===== config.mk =====
export PLATFORM = sky130hd
export DESIGN_NAME = result_readout
export DESIGN_NICKNAME = d
export VERILOG_FILES = /design/src/rtl/result_readout.sv
export SDC_FILE = /design/constraint.sdc
export NUM_CORES = 1
export LEC_CHECK = 0
export ABC_CLOCK_PERIOD_IN_PS = 3500
export CAP_MARGIN = 20
export CORE_UTILIZATION = 35
export CTS_BUF_LIST = sky130_fd_sc_hd__clkbuf_4
export CTS_CLUSTER_SIZE = 8
export DETAILED_ROUTE_END_ITERATION = 10
export GPL_TIMING_DRIVEN = 0
export HOLD_SLACK_MARGIN = 0.05
export PLACE_DENSITY_LB_ADDON = 0.08
export SETUP_SLACK_MARGIN = 0.5
export SYNTH_ARGS = -nofsm -noshare
export SYNTH_HDL_FRONTEND = slang
export SYNTH_SLANG_ARGS = --single-unit

===== constraint.sdc =====
create_clock -name clock -period 3.5 [get_ports clock]
set_input_delay 0.35 -clock clock [delete_from_list [all_inputs] [get_ports clock]]
set_output_delay 0.35 -clock clock [all_outputs]
set_load 0.005 [all_outputs]

===== src/rtl/result_readout.sv =====
// result_readout: waits for all cores to finish, then streams the result matrix out as bytes, high byte first.
module result_readout #(
    parameter int NUM_CORES = 4,
    parameter int ADDR_W = 8,
    parameter int DATA_W = 16
) (
    input  logic                 clock,
    input  logic                 reset,
    input  logic [NUM_CORES-1:0] core_done,
    input  logic [ADDR_W-1:0]    res_base,
    input  logic [ADDR_W-1:0]    res_count,
    output logic                 mem_sel,
    output logic [ADDR_W-1:0]    mem_addr,
    input  logic [DATA_W-1:0]    mem_dout,
    output logic [7:0]           tx_data,
    output logic                 tx_valid,
    input  logic                 tx_ready,
    output logic                 done
);
    typedef enum logic [2:0] {IDLE, START, READ, CAPTURE, SEND_HI, SEND_LO, FINISH} state_t;
    state_t               state;
    logic [NUM_CORES-1:0] done_seen;
    logic [ADDR_W-1:0]    ptr;
    logic [ADDR_W-1:0]    remaining;
    logic [7:0]           word_lo;
    logic                 all_done;
    assign all_done = &(done_seen | core_done);
    assign mem_addr = mem_sel ? ptr : '0;
    // Only the low byte needs storing: the high byte goes straight to tx_data on capture.
    always_ff @(posedge clock) begin
        if (reset) begin
            state     <= IDLE;
            done_seen <= '0;
            ptr       <= '0;
            remaining <= '0;
            word_lo   <= '0;
            tx_data   <= '0;
            tx_valid  <= 1'b0;
            mem_sel   <= 1'b0;
            done      <= 1'b0;
        end else begin
            case (state)
                IDLE: begin
                    done_seen <= done_seen | core_done;
                    if (all_done) begin
                        state   <= START;
                        mem_sel <= 1'b1;
                    end
                end
                START: begin
                    ptr       <= res_base;
                    remaining <= res_count;
                    if (res_count == '0) begin
                        state   <= FINISH;
                        mem_sel <= 1'b0;
                        done    <= 1'b1;
                    end else begin
                        state <= READ;
                    end
                end
                READ: state <= CAPTURE;
                CAPTURE: begin
                    word_lo  <= mem_dout[7:0];
                    tx_data  <= mem_dout[15:8];
                    tx_valid <= 1'b1;
                    state    <= SEND_HI;
                end
                SEND_HI: if (tx_ready) begin
                    tx_data <= word_lo;
                    state   <= SEND_LO;
                end
                SEND_LO: if (tx_ready) begin
                    ptr       <= ptr + ADDR_W'(1);
                    remaining <= remaining - ADDR_W'(1);
                    tx_valid  <= 1'b0;
                    if (remaining == ADDR_W'(1)) begin
                        state   <= FINISH;
                        mem_sel <= 1'b0;
                        done    <= 1'b1;
                    end else begin
                        state <= READ;
                    end
                end
                FINISH: state <= FINISH;
                default: state <= IDLE;
            endcase
        end
    end
endmodule


## Yosys cells after proc, flatten, opt, wreduce, memory -nomap -nowiden

Index checks and enable logic that the tools add are counted.

- $add $sub $neg: 2
- Equality and inequality tests: 12
- Muxes and demuxes: 24
- Bitwise gates (word level): 1
- Reduce and logical (&&, ||, !) cells: 13

Operator list:

| operator | count |
|---|---|
| 8-bit case mux with 2 select lines | 3 |
| 8-bit 2-to-1 mux | 4 |
| 3-bit case mux with 7 select lines | 1 |
| 3-bit 2-to-1 mux | 5 |
| 2-bit != test (second input constant) | 5 |
| 3-bit == test (second input constant) | 3 |
| 8-bit by 1-bit adder with 8-bit output (second input constant) | 1 |
| 8-bit by 1-bit == test with 1-bit output (second input constant) | 1 |
| 8-bit zero test | 1 |
| 1-bit 2-to-1 mux | 8 |
| 4-bit AND reduction | 2 |
| 8-bit by 1-bit subtractor with 8-bit output (second input constant) | 1 |
| 3-bit by 2-bit == test with 1-bit output (second input constant) | 2 |
| 2-bit AND reduction | 3 |
| 2-bit nonzero test | 3 |
| 5-bit AND reduction | 1 |
| 4-bit bitwise OR | 1 |
| 1-bit case mux with 2 select lines | 2 |
| 3-bit by 1-bit == test with 1-bit output (second input constant) | 1 |
| 3-bit zero test | 1 |
| 1-bit case mux with 3 select lines | 1 |
| 3-bit AND reduction | 1 |
| 3-bit nonzero test | 1 |

- Register bits after elaboration: 42
- Output and inout port bits: 19
- Word-level logic and storage cells: 61

## Depth between registers and ports, before layout

- Word-level depth: 4
- Gate-level depth with buffers: 7
- Depth with buffers taken out: 5

## Worst setup path after synthesis

Ideal clock, no wire load.

- Path type: flip-flop to flip-flop
- Start point: reg state[2]
- End point: reg mem_sel
- Data arrival time: 1358 ps
- Required time: 3431 ps
- Path slack: 2073 ps
- Stages on the path, launching flop included: 5
- Buffers on the path: 1
- Clock period less this slack: 1427 ps
- Cell sequence: dfxtp_1 -> buf_6 -> or3_4 -> or4_1 -> o21ai_1

- Longest elaborated chain between the ends: 3
- Elaborated cells between the ends (all ways): 10
- Classes of those cells: 6 x eq/ne; 1 x mux; 3 x reduce/logical

RTL lines:

| element | line | source |
|---|---|---|
| start, declared | 21 | `state_t state;` |
| start signal, assigned | 32 | `state <= IDLE;` |
| start signal, assigned | 46 | `state <= START;` |
| start signal, assigned | 54 | `state <= FINISH;` |
| 3-bit == test, or another cell as far along | 42 | `case (state)` |
| 2-bit != test (no source line) or 3-bit nonzero test (tied branches) | - |  |
| 5-bit AND reduction (no source line) | - |  |
| end signal, assigned | 39 | `mem_sel <= 1'b0;` |
| end signal, assigned | 47 | `mem_sel <= 1'b1;` |
| end signal, assigned | 55 | `mem_sel <= 1'b0;` |
| end, declared | 12 | `output logic mem_sel,` |

Parallel ways exist; a longest one is shown, timed or not.
A chain may end at the register's enable or synchronous reset.

## Worst setup path after layout

- Start point: reg mem_sel
- End point: out mem_addr[7]

- Longest elaborated chain between the ends: 1

RTL lines:

| element | line | source |
|---|---|---|
| 8-bit 2-to-1 mux | 28 | `assign mem_addr = mem_sel ? ptr : '0;` |
| end, declared | 13 | `output logic [ADDR_W-1:0] mem_addr,` |

No other way between the ends.

==> results.yml <==
setup_path:
  cp_max_fo: 10
  r2r_end: "remaining[2]"
  cp_num_buf_inv: 1
  critical_path.top_delay_family: "flip-flops"
  r2r_start: "state[0]"
  r2r_slack_ns: 1.78
  rr_worst_depth: 6
  critical_path.cell_chain: "and2_1, clkdlybuf4s50_1"
  arrival_ns: 1.53
  required_ns: 3.15
  startpoint_type: "flip-flop"
  crit_type: "reg2out"
  slowest_delay_ns: 0.51
  endpoint_kind: "output port"
  cp_slowest_cell: "dfxtp_1"
placement:
  hpwl_mm: 3.994
  place.gp.congestion: 0.7764
  port_buffers: 56
  dpl_worst_slack_ns: 1.334
  place_area_mm2: 0.002814
  dp.cells: 387
hold_path:
  hold_class: "in2reg"
  hold_path_depth: 3
  hold_path_end: "mem_sel"
  holdCritStartpoint: "reset"
routing:
  drtPass1Iterations: 5
  ant_nets: 0
  drt_wl_total_mm: 5.581
  via_count: 2063
  drtIter0Drc: 96
  wl_per_cell_um: 14.16
  drc: 0
  routed_via_density: 5.236
sta:
  finalSetupTns_ns: 0
  whs_ns: 0.3727
  worst_slew_pin_slew_ns: 0.5908
  fin_ws_ns: 1.624
  period_minus_slack_ns: 1.876
  final_max_slew_viol_count: 0
  max-slew-margin-rel_pct: 60.61
  max_freq_mhz: 532.9
  rsz0062_at_grt: "no"
  hold_viol_final: 0
  clock_skew_ns: 0.01089
  fin_crit_sh_pct: 53.61
  setup_violations: 0
finish:
  layout-area-overhead-vs-synth_pct: 33.60
  layout.nets: 361
  postLayoutCoreUtil_pct: 48.73
  design_area_mm2: 0.002885
  instances_no_fill: 394
  diodes: 0
  layout-drive-gt1-share_pct: 8.150
power_and_ir_drop:
  seqPwrFrac_pct: 51.2
  power.share.clock_pct: 28.6
  p_int_mw: 0.7664
  powerDensity_mw_per_mm2: 365.2
  p_comb_share_pct: 20.2
  swShare_pct: 27.26
  ir_drop_uv: 192.4
  p_leak_nw: 1.050
  power_mw: 1.054
  p_switching_mw: 0.2872
global_route:
  track_usage_pct: 18.60
  grt_max_degree: 13
  use_met1_pct: 23.48
  first_global_vias: 1950
  antenna_found_initial: 0
  met3_usage_pct: 3.750
  use_met2_pct: 32.12
  grt_first_pass_wirelength_mm: 9.252
  overflow: 0
  grt_busiest_layer: "met2"
die:
  num_rows: 28
  die-area_mm2: 0.006488
  ioPinCount: 58
  die_w_um: 80.55
  core_mm2: 0.005921
  floorplan.initialDensity_pct: 36.48
  die_y_um: 80.55
logic_synthesis:
  syn-num-nets: 298
  synth.most_common_cell: "dfxtp_1"
  syn_area_mm2: 0.002160
  synth_warnings: 0
  async_flop_share_pct: 0
  synthTopCellsByCount: "42 x dfxtp_1, 31 x nor2_1, 21 x a21oi_1"
  synth.top_cell.area_share_pct: 38.93
  yosys.area.top_type: "dfxtp_1"
  synth_edf_count: 0
  synth-seq-cells: 42
  yosysSeqAreaShare_pct: 38.93
  synth_cells: 256
  synth.area.top_cells: "dfxtp_1 39%, mux2i_1 7.4%, nor2_1 5.4%"
  synth_ff_type: "dfxtp_1"
  syn_avg_cell_area_um2: 8.436
  ys_types: 49
clock_network:
  cts_setup_buffers: 0
  cts_buffers: 5
  cts_tree: "yes"
  clock-sinks: 42
  post_cts_resized: 0
  insertion_delay_ns: 0.34
  postCtsHoldBufs: 0
  clk_pin_slew_ns: 0.13
  htreeDepth: 2
  ctsLongestPathBuffers: 2
  clockRootBuffer: "clkbuf_4"
job:
  drv_cap: 0
status:
  outcome: "finished, final reports clean"
worst register-to-register path, cell delays in order, from the launching register on:
cell and delay [ns]:
dfxtp_1 0.35, buf_4 0.17, nor2b_1 0.14, nand2_1 0.18, clkbuf_1 0.45, o21ai_0 0.19
a21oi_1 0.18
power groups by stage:
stage	Clock, mW	Combinational (mW)	Sequential [mW]
finish	0.301	0.213	0.540
CTS	0.309	0.214	0.540
floorplan	0	0.121	0.542
global placement	0	0.211	0.551
detailed placement	0	0.212	0.551
global route	0.326	0.236	0.546
sequential cells by signal, indices dropped and copies added, names as in the netlist:
name,flops
done_seen,4
word_lo,8
mem_sel,1
tx_valid,1
tx_data,8
ptr,8
remaining,8
done,1
state,3
layout make-up:
class,count,area (µm²)
repair buffers,56,560.5
clock buffers,5,37.54
inverters,4,15.01
flip-flops and latches,42,840.8
well taps,75,93.84
plain buffers,18,102.6
multi-input cells,192,1201
fillers,592,3035
clock inverters,2,33.78
kinds of logic (layout without fill, tap and decap cells):
| kind of cell | Yosys count | count (layout) | share of synthesized area [%] |
|---|---|---|---|
| simple gates | 96 | 96 | 23.17 |
| buf+inv | 22 | 85 | 5.446 |
| xor+xnor | 1 | 1 | 0.4056 |
| compound gates | 76 | 76 | 22.89 |
| mux | 16 | 16 | 7.416 |
| flops | 42 | 42 | 38.93 |
| fa+ha+maj | 3 | 3 | 1.738 |
worst max-delay path by stage:
stage	start	end	slack, ns	cells past startpoint
CTS	mem_sel	mem_addr[7]	1.55	2
floorplan	state[2]	mem_sel	2.07	4
global route	mem_sel	mem_addr[0]	1.52	2
global placement	tx_ready	remaining[5]	1.34	6
detailed placement	tx_ready	ptr[6]	1.33	6
finish	mem_sel	mem_addr[7]	1.62	2
cells in the final DEF (no fill, tap or decap), drive strengths merged, types with 11 or more instances in the layout:
cell type | synthesis | routed
clkbuf | 6 | 11
a211oi | 12 | 12
nor2 | 31 | 31
and2 | 15 | 15
nand2 | 12 | 12
mux2i | 16 | 16
a21oi | 21 | 21
buf | 12 | 12
clkdlybuf4s50 | 0 | 56
o21ai | 17 | 17
dfxtp | 42 | 42
layer usage:
metal	up-vias	wire, µm	part of all wire, %
li1	1051	-	-
met1	939	2633	47
met2	68	2591	46
met3	5	316	5.7
met4	0	40	0.72
met5	-	0	0
No activity file was read; power rests on OpenSTA's default activity.
